$ cat src/rtl/spi_cmd_decoder.sv
// SPI command decoder: turns received MOSI bytes into motor duty/direction
// updates, encoder soft resets and count read-back on MISO.
module spi_cmd_decoder #(
  parameter int TIMEOUT_CYCLES = 50000
) (
  input  logic        clk,
  input  logic        rst_n,
  input  logic        rx_valid,
  input  logic [7:0]  rx_byte,
  input  logic [15:0] pitch_count,
  input  logic [15:0] yaw_count,
  output logic [7:0]  tx_byte,
  output logic        tx_load,
  output logic [15:0] pitch_duty,
  output logic [15:0] yaw_duty,
  output logic        pitch_dir,
  output logic        yaw_dir,
  output logic        soft_rst,
  output logic        cmd_err
);

  localparam int TO_W = $clog2(TIMEOUT_CYCLES + 1);
  localparam logic [TO_W-1:0] TO_LAST = TO_W'(TIMEOUT_CYCLES - 1);

  typedef enum logic [2:0] {IDLE, SET_DIR, SET_HI, SET_LO, GET_HI, GET_LO} state_t;

  state_t             state, state_nxt;
  logic [TO_W-1:0]    to_cnt, to_cnt_nxt;
  logic               tgt_yaw, tgt_yaw_nxt;
  logic               dir_shadow, dir_shadow_nxt;
  logic [7:0]         duty_hi_shadow, duty_hi_shadow_nxt;
  logic signed [15:0] snapshot, snapshot_nxt;
  logic [7:0]         tx_byte_nxt;
  logic               tx_load_nxt, soft_rst_nxt, cmd_err_nxt;
  logic [15:0]        pitch_duty_nxt, yaw_duty_nxt;
  logic               pitch_dir_nxt, yaw_dir_nxt;
  logic               timeout_hit;

  always_ff @(posedge clk) begin
    if (!rst_n) begin
      state          <= IDLE;
      to_cnt         <= '0;
      tgt_yaw        <= 1'b0;
      dir_shadow     <= 1'b0;
      duty_hi_shadow <= 8'h00;
      snapshot       <= 16'sh0000;
      tx_byte        <= 8'h00;
      tx_load        <= 1'b0;
      soft_rst       <= 1'b0;
      cmd_err        <= 1'b0;
      pitch_duty     <= 16'h0000;
      yaw_duty       <= 16'h0000;
      pitch_dir      <= 1'b0;
      yaw_dir        <= 1'b0;
    end else begin
      state          <= state_nxt;
      to_cnt         <= to_cnt_nxt;
      tgt_yaw        <= tgt_yaw_nxt;
      dir_shadow     <= dir_shadow_nxt;
      duty_hi_shadow <= duty_hi_shadow_nxt;
      snapshot       <= snapshot_nxt;
      tx_byte        <= tx_byte_nxt;
      tx_load        <= tx_load_nxt;
      soft_rst       <= soft_rst_nxt;
      cmd_err        <= cmd_err_nxt;
      pitch_duty     <= pitch_duty_nxt;
      yaw_duty       <= yaw_duty_nxt;
      pitch_dir      <= pitch_dir_nxt;
      yaw_dir        <= yaw_dir_nxt;
    end
  end

  // A byte arriving on the expiry cycle wins over the timeout.
  assign timeout_hit = (state != IDLE) && !rx_valid && (to_cnt == TO_LAST);

  always_comb begin
    state_nxt          = state;
    tgt_yaw_nxt        = tgt_yaw;
    dir_shadow_nxt     = dir_shadow;
    duty_hi_shadow_nxt = duty_hi_shadow;
    snapshot_nxt       = snapshot;
    tx_byte_nxt        = tx_byte;
    tx_load_nxt        = 1'b0;
    soft_rst_nxt       = 1'b0;
    cmd_err_nxt        = 1'b0;
    pitch_duty_nxt     = pitch_duty;
    yaw_duty_nxt       = yaw_duty;
    pitch_dir_nxt      = pitch_dir;
    yaw_dir_nxt        = yaw_dir;
    to_cnt_nxt         = (rx_valid || state == IDLE) ? '0 : to_cnt + 1'b1;

    if (rx_valid) begin
      case (state)
        IDLE: begin
          case (rx_byte)
            8'hFF: begin
              soft_rst_nxt   = 1'b1;
              pitch_duty_nxt = 16'h0000;
              yaw_duty_nxt   = 16'h0000;
              pitch_dir_nxt  = 1'b0;
              yaw_dir_nxt    = 1'b0;
            end
            8'h11, 8'h21: begin
              tgt_yaw_nxt = rx_byte[5];
              state_nxt   = SET_DIR;
            end
            8'h12, 8'h22: begin
              snapshot_nxt = rx_byte[5] ? signed'(yaw_count) : signed'(pitch_count);
              tx_byte_nxt  = rx_byte[5] ? yaw_count[15:8] : pitch_count[15:8];
              tx_load_nxt  = 1'b1;
              state_nxt    = GET_HI;
            end
            default: cmd_err_nxt = 1'b1;
          endcase
        end
        SET_DIR: begin
          dir_shadow_nxt = rx_byte[0];
          state_nxt      = SET_HI;
        end
        SET_HI: begin
          duty_hi_shadow_nxt = rx_byte;
          state_nxt          = SET_LO;
        end
        SET_LO: begin
          // Direction and both duty bytes land on the same edge.
          if (tgt_yaw) begin
            yaw_duty_nxt = {duty_hi_shadow, rx_byte};
            yaw_dir_nxt  = dir_shadow;
          end else begin
            pitch_duty_nxt = {duty_hi_shadow, rx_byte};
            pitch_dir_nxt  = dir_shadow;
          end
          state_nxt = IDLE;
        end
        GET_HI: begin
          tx_byte_nxt = snapshot[7:0];
          tx_load_nxt = 1'b1;
          state_nxt   = GET_LO;
        end
        GET_LO: begin
          tx_byte_nxt = 8'h00;
          tx_load_nxt = 1'b1;
          state_nxt   = IDLE;
        end
        default: state_nxt = IDLE;
      endcase
    end else if (timeout_hit) begin
      state_nxt   = IDLE;
      cmd_err_nxt = 1'b1;
      tx_byte_nxt = 8'h00;
      to_cnt_nxt  = '0;
    end
  end

endmodule

$ cat config.mk
export PLATFORM = sky130hd
export DESIGN_NAME = spi_cmd_decoder
export DESIGN_NICKNAME = d
export VERILOG_FILES = /design/src/rtl/spi_cmd_decoder.sv
export SDC_FILE = /design/constraint.sdc
export NUM_CORES = 1
export LEC_CHECK = 0
export CORE_ASPECT_RATIO = 1.75
export CORE_MARGIN = 3
export CORE_UTILIZATION = 50
export CTS_CLUSTER_SIZE = 14
export DETAILED_ROUTE_END_ITERATION = 10
export PLACE_DENSITY_LB_ADDON = 0.12
export SLEW_MARGIN = 20
export SYNTH_ARGS = -nofsm -noshare
export SYNTH_HDL_FRONTEND = slang
export SYNTH_SLANG_ARGS = --single-unit
$ cat constraint.sdc
create_clock -name clk -period 4.1 [get_ports clk]
set_input_delay 1.025 -clock clk [delete_from_list [all_inputs] [get_ports clk]]
set_output_delay 1.025 -clock clk [all_outputs]
set_load 0.05 [all_outputs]
=== Word-level counts from Yosys, hierarchy flattened ===
Cells that the tools add are included.

* Shift-type cells: 0
* Equal/unequal tests: 17
* Add/subtract/negate cells: 1
* Magnitude comparators: 0
* Bitwise operators: 0
* Div/mod/pow operators: 0
* Reduce and logical (&&, ||, !) cells: 22
* Muxes and demuxes: 30
* $mul: 0

{| class="wikitable"
|+ Operators with widths
! kind !! count
|-
| 16-bit two-way mux || 6
|-
| 16-bit one-hot mux with 2 select lines || 2
|-
| 8-bit two-way mux || 5
|-
| 8-bit one-hot mux with 3 select lines || 1
|-
| 16-bit by 1-bit adder with 16-bit output (second input constant) || 1
|-
| 16-bit == test (second input constant) || 1
|-
| 8-bit by 5-bit == test with 1-bit output (second input constant) || 2
|-
| 8-bit by 6-bit == test with 1-bit output (second input constant) || 2
|-
| 3-bit one-hot mux with 4 select lines || 1
|-
| 3-bit AND reduction || 4
|-
| 1-bit two-way mux || 9
|-
| 8-bit == test (second input constant) || 1
|-
| 2-bit AND reduction || 4
|-
| 4-bit AND reduction || 2
|-
| 3-bit by 2-bit == test with 1-bit output (second input constant) || 2
|-
| 3-bit == test (second input constant) || 2
|-
| 3-bit two-way mux || 2
|-
| 1-bit one-hot mux with 2 select lines || 3
|-
| 3-bit one-hot mux with 2 select lines || 1
|-
| 2-bit OR reduction || 3
|-
| 5-bit OR reduction || 1
|-
| 2-bit inequality test (second input constant) || 2
|-
| 4-bit by 1-bit inequality test with 1-bit output (second input constant) || 1
|-
| 4-bit by 2-bit inequality test with 1-bit output (second input constant) || 1
|-
| 9 further kinds || 11
|}

* Bits in latches: 0
* ROM bits: 0
* Bits in registers: 82
* Memories: 0
* Bits in writable memories: 0

=== Longest topological paths before layout ===
Gate-level depths: netlist of run 1.

* Word-level depth: 5
* Depth in mapped cells: 8
* Mapped depth without buffers: 5

=== Worst setup path after synthesis of run 1 ===
OpenSTA, ideal clock, no wires.

* Path type: input -> register
* From: input port rx_byte[2]
* To: register tx_byte[0]
* Library setup time: 121 ps
* Arrival: 2189 ps
* Stages on the path: 4
* Path slack: 1790 ps
* Data required time: 3979 ps
* Buffers on the path: 0
* Path through: nor4_2 -> and4_1 -> o21bai_2 -> mux2_2

* Longest elaborated chain between the ends: 4

{| class="wikitable"
|+ RTL lines
! element !! RTL line !! RTL
|-
| from (decl) || 9 || <nowiki>input logic [7:0] rx_byte,</nowiki>
|-
| 8-bit by 5-bit == test with 1-bit output or 8-bit by 6-bit == test with 1-bit output (tied branches) || 95 || <nowiki>case (rx_byte)</nowiki>
|-
| 2-bit OR reduction (*) || 95 ||
|-
| 3-bit by 2-bit inequality test with 1-bit output (no source line) (*) || n/a ||
|-
| 3-bit AND reduction (no source line) (*) || n/a ||
|-
| to (signal assigned) || 62 || <nowiki>tx_byte <= tx_byte_nxt;</nowiki>
|-
| to (decl) || 12 || <nowiki>output logic [7:0] tx_byte,</nowiki>
|}

Mark *: on every way between the ends. The rest lies on a longest branch, timed or not.
A chain may end at the register's enable or synchronous reset.

=== Worst setup path in the final report of run 1 ===
* From: input port rx_byte[2]
* To: register snapshot[1]

* Longest elaborated chain between the ends: 3

{| class="wikitable"
|+ RTL lines
! element !! RTL line !! RTL
|-
| 8-bit by 5-bit == test with 1-bit output or 8-bit by 6-bit == test with 1-bit output (tied branches) || 95 ||
|-
| 2-bit OR reduction (*) || 95 ||
|-
| 3-bit AND reduction (no source line) (*) || n/a ||
|-
| to (signal assigned) || 61 || <nowiki>snapshot <= snapshot_nxt;</nowiki>
|-
| to (decl) || 32 || <nowiki>logic signed [15:0] snapshot, snapshot_nxt;</nowiki>
|}

Marked as above.

==> flow_summary.toml, run 1 <==
[synthesis]
synth_top_area_cell = "dfxtp_1"
synth.mux.area_fraction_pct = 18.6
synth_xor_xnor_area_share_pct = 3.49
ys.flop_type = "dfxtp_1"
synth_top_family_by_area = "simple AND/OR/NAND/NOR gates"
syn_avg_cell_area_um2 = 9.70
synth_edf_count = 0
synth.distinct_cells = 48
async_flop_share_pct = 0
ys_seq_area_share_pct = 43.6
syn-instance-count = 388
netlist_area_mm2 = 0.00376
synthAdderAreaFrac_pct = 0.332
synthDominantCellAreaShare_pct = 43.6
yosys.area_share.simple_pct = 21.3
ys_ff_latch = 82
synth_compound_area_share_pct = 7.88
syn_nets = 432
synth_warnings = 0
ys_top_cells_by_area = "dfxtp_1, mux2i_1, nand2_1"

[floorplan]
dieArea_mm2 = 0.00865
fp-row-count = 41
dieHeight_um = 121
ios = 88
fp.coreArea_mm2 = 0.00728
die_w_um = 71.6
start_util_pct = 51.7

[sta]
hold_ws_ns = 0.460
fin_skew_ns = 0.00291
finalSetupTns_ns = 0
fin_crit_sh_pct = 69.8
worst_slack_ns = 1.24
rsz0062_at_grt = "false"
hold_viol_final = 0
slew_headroom_pct = 53.0
finalMaxSlewViolations = 0
tightest_slew_ns = 0.700
max_freq_mhz = 349
period_minus_slack_ns = 2.86
finalSetupViolations = 0

[setup_path]
cp_data_required_time_ns = 4.33
crit_slowest_cell = "nor4_2"
cp.depth = 5
path_class = "in2reg"
endpoint_kind = "register"
crit_chain = "clkdlybuf4s50_1 -> nor4_2 -> and4_1 -> nand2_1 -> o211a_1"
critical_path.max_fanout = 16
reg2reg_from = "state[1]"
arrival_ns = 3.09
rrSetupSlack_ns = 1.87
rr_worst_depth = 4
crit_path_start_kind = "primary input"
critPathTopFamily = "simple AND/OR/NAND/NOR gates"
path_buf_inv = 1
worst_path_largest_cell_delay_ns = 0.68
startpoint = "rx_byte[2]"

[worst_hold_path]
hold_class = "reg2reg"
min_path_cells = 2
min_from = "pitch_duty[3]"

[cts]
clock_latency_ns = 0.33
clkSinkCount = 82
root_buffer = "clkbuf_16"
tritoncts = "built"
h-tree-depth = 3
cts_setup_buffers = 0
cts_hold_buf = 0
clock_path_buffers = 2
cts_buffers = 9
cts-resized-gates = 0
clk_pin_slew_worst_paths_ns = 0.06

[finish]
final_layout_size_suffix_gt1_share_pct = 8.10
layout.cells.most_common_list = "clkdlybuf4s50_1, dfxtp_1, mux2i_1"
layout_commonest_cell = "clkdlybuf4s50_1"
nets = 508
diodes = 0
final_cells = 555
area_growth_pct = 30.7
final_util_pct = 67.5

[detailed_routing]
drc = 0
via_count = 3058
wl_mm = 8.72
drtIter0Drc = 162
viasPerCell = 5.51
drtPass1Iterations = 4
ant_nets = 0
drt-wirelength-per-cell_um = 15.7

[placement]
io_buffers = 87
gp_congestion = 0.830
dp_hpwl_mm = 6.25
dp.cells = 539
pre_cts_slack_ns = 0.978

[flow_run]
cap_violations = 0

[global_route]
grt_pass1_vias = 3101
antenna_found_initial = 0
grtUsageTotal_pct = 21.2
grt_max_degree = 44
grt-ovfl-total = 0
grt_first_pass_wirelength_mm = 14.5

[pwr]
leakagePower_uw = 0.00203
pwr_density_cell_mw_per_mm2 = 355
peakVddDrop_mv = 0.301

[run_status]
status = "finished clean"
[kinds of logic after synthesis]
kind of cell	count (synthesis)
flops	82
compound gates	41
fa+ha+maj	1
mux	69
simple gates	152
xor+xnor	15
buf+inv	28
[per-layer routing]
metal	vias up	routed length [µm]	track usage, %
met5	-	0	0
met4	0	272	11.5
met3	19	319	3.74
met2	74	4650	37.2
met1	1451	3470	23.7
li1	1514	-	-
[tightest hold or removal path, cell delays in order, from the launching register on]
cell and delay (ns):
dfxtp_1 0.31, nand2_1 0.05, mux2i_1 0.05
[cell usage after synthesis (2+ instances only)]
library cell and number:
xor2_1 8, mux2i_1 62, nand3_1 13, nor3b_1 2, buf_4 3, mux2_2 7
nand2_1 60, buf_2 7, nor4b_1 3, o21ai_0 3, a211oi_1 7, o21a_1 3
o211a_1 8, buf_12 2, nor2b_1 13, buf_6 3, and4_1 5, o21ai_1 2
nor2_1 18, dfxtp_1 82, and3_1 2, clkbuf_1 10, a21oi_1 11, xnor2_1 7
nor3_1 5, and2_1 11, nand4_1 10
[cell type report]
cell class                      instances  area (µm²)
Clock inverter                          7        93.8
Inverter                                2        7.51
Clock buffer                            9         225
Sequential cell                        82        1640
Multi-Input combinational cell        278        1950
Tap cell                               86         108
Timing Repair Buffer                   91         896
Fill cell                             617        2360
[worst paths after layout]
path | to
max | snapshot[1]
max reg2reg | tx_byte[3]
min reg2reg | pitch_duty[3]
min | pitch_duty[3]
[power by group]
part	internal, µW	total, µW	switching [µW]
clock network	531	846	315
logic	54.4	101	46.8
registers	798	799	1.09
[sequential cells by signal, indices dropped and copies added (netlist names), 3 cells and up]
name,cells
yaw_duty,16
snapshot,8
tx_byte,8
duty_hi_shadow,8
to_cnt,16
state,3
pitch_duty,16
[per-stage QoR]
stage | total power, µW | instance area, µm²
final | 1750 | 4920
after global routing | 1810 | 4920
after CTS | 1760 | 4920
after detailed placement | 918 | 4600
after global placement | 917 | 4600
after floorplan | 862 | 3760
Note: power is estimated with default switching activity, not from simulation.
==> inputs of run 2 (changes only) <==
Clock period 4.1 ns to 2.8 ns, I/O delays scaled along.
==> run 2 against run 1 <==
Global-route usage down 0.63 points. Clock skew up 0.0030 ns. Critical endpoint is now tx_byte[3]. Worst setup slack worse by 0.79 ns. Clock power up 41%. Utilization up 1.5 points.
==> flow_summary.toml, run 2 (synthesized netlist as in run 1, its figures left out) <==
[global_route]
grtUsageTotal_pct = 20.6
grt_max_degree = 37
antenna_found_initial = 0
grt-ovfl-total = 0
grt_first_pass_wirelength_mm = 14.2
grt_pass1_vias = 3044

[flow_run]
cap_violations = 0

[finish]
final_util_pct = 69.0
largest_registers = "pitch_duty x16, to_cnt x16, yaw_duty x16"
layout.cells.most_common_list = "clkdlybuf4s50_1, dfxtp_1, mux2i_1"
final_layout_size_suffix_gt1_share_pct = 11.0
diodes = 0
layout_commonest_cell = "clkdlybuf4s50_1"
nets = 523
nFillCells = 629
fin_area_mm2 = 0.00503
area_growth_pct = 33.6

[cts]
cts_setup_buffers = 0
root_buffer = "clkbuf_16"
clock_latency_ns = 0.34
cts-resized-gates = 0
clock_path_buffers = 2
cts_buffers = 9
clkSinkCount = 82
cts_hold_buf = 0
tritoncts = "built"
h-tree-depth = 3
clk_pin_slew_worst_paths_ns = 0.06

[pwr]
peakVddDrop_mv = 0.383
clkPwrFrac_pct = 47.1
combPwrFrac_pct = 6.5
swShare_pct = 22.4
finalPower_uw = 2520
leakagePower_uw = 0.00210
pwr_density_cell_mw_per_mm2 = 501
p_seq_share_pct = 46.4
switchingPower_uw = 565
p_int_uw = 1960

[detailed_routing]
ant_nets = 0
drc = 0
via_count = 3066
drtPass1Iterations = 4
viasPerCell = 5.38
drt-wirelength-per-cell_um = 15.3
wl_mm = 8.70
drtIter0Drc = 205

[placement]
placed_cell_area_mm2 = 0.00471
gp_congestion = 0.828
io_buffers = 87
dp_hpwl_mm = 6.40

[setup_path]
critPathTopFamily = "buffers and inverters"
arrival_ns = 2.58
endpoint_kind = "register"
cp_data_required_time_ns = 3.02
path_buf_inv = 1
worst_path_largest_cell_delay_ns = 0.58
critical_path.max_fanout = 9
crit_slowest_cell = "clkdlybuf4s50_1"
crit_chain = "clkdlybuf4s50_1 -> nor3b_1 -> and4_1 -> o21bai_2 -> mux2_2"
path_class = "in2reg"
crit_path_start_kind = "primary input"

[sta]
slew_headroom_pct = 48.5
rsz0062_at_grt = "false"
hold_ws_ns = 0.457
finalMaxSlewViolations = 0
fin_crit_sh_pct = 84.0
max_freq_mhz = 425
fin_skew_ns = 0.00587
hold_viol_final = 0
tightest_slew_ns = 0.769
period_minus_slack_ns = 2.35
finalSetupViolations = 0
finalSetupTns_ns = 0

[run_status]
status = "finished clean"

[worst_hold_path]
hold_class = "reg2reg"

[floorplan]
start_util_pct = 51.7
die_w_um = 71.6
dieArea_mm2 = 0.00865
ios = 88
fp-row-count = 41
dieHeight_um = 121
fp.coreArea_mm2 = 0.00728
==> run 2: cell types whose count changed in the layout (fill, tap and decap cells not counted), moves of 2 or more <==
cell / change
buf_4: +15
o21ai_2: -2
o21ai_4: +2
inv_6: +3
==> run 2: per-layer routing <==
metal / vias up / GRT usage, % / part of all wire, %
met4: 0 / 7.88 / 1.6
met5: - / 0 / 0
met2: 62 / 37.1 / 54
li1: 1542 / - / -
met1: 1452 / 23.8 / 42
met3: 10 / 3.08 / 2.8
==> run 2: power by group through the flow <==
| stage | combinational (µW) | clock, µW | sequential (µW) |
|---|---|---|---|
| 2_1_floorplan | 62.7 | 0 | 1200 |
| 6_report | 164 | 1190 | 1170 |
| 5_1_grt | 176 | 1250 | 1170 |
| 3_5_place_dp | 163 | 0 | 1200 |
| 4_1_cts | 164 | 1210 | 1170 |
| 3_3_place_gp | 162 | 0 | 1200 |
==> run 2: path summary, 6_finish.rpt <==
kind / slack (ns) / from / to / cells after the start
setup / recovery: 0.45 / rx_valid / tx_byte[3] / 5
hold / removal: 0.46 / to_cnt[0] / to_cnt[0] / 1
setup reg to reg: 0.80 / to_cnt[0] / tx_byte[3] / 5
hold reg to reg: 0.46 / to_cnt[0] / to_cnt[0] / 1
==> run 2: worst register-to-register path: stages, from the launching register on <==
cell      delay (ns)
dfxtp_1         0.33
ha_1            0.24
and3_1          0.23
a41oi_1         0.37
o21bai_2        0.33
mux2_2          0.39
==> run 2: layout make-up <==
type                            instances  area [µm²]  area share, %
Clock buffer                            9         225           4.48
Clock inverter                          7        76.3           1.52
Inverter                                2        7.51          0.149
Multi-Input combinational cell        278        1960           39.0
Sequential cell                        82        1640           32.6
Tap cell                               86         108           2.14
Timing Repair Buffer                  106        1010           20.0
==> run 2: stage by stage <==
step | setup slack [ns] | cells
2_1_floorplan | 0.815 | 388
3_3_place_gp | 0.111 | 554
3_5_place_dp | 0.0234 | 554
4_1_cts | 0.381 | 570
5_1_grt | 0.369 | 570
6_report | 0.448 | 570
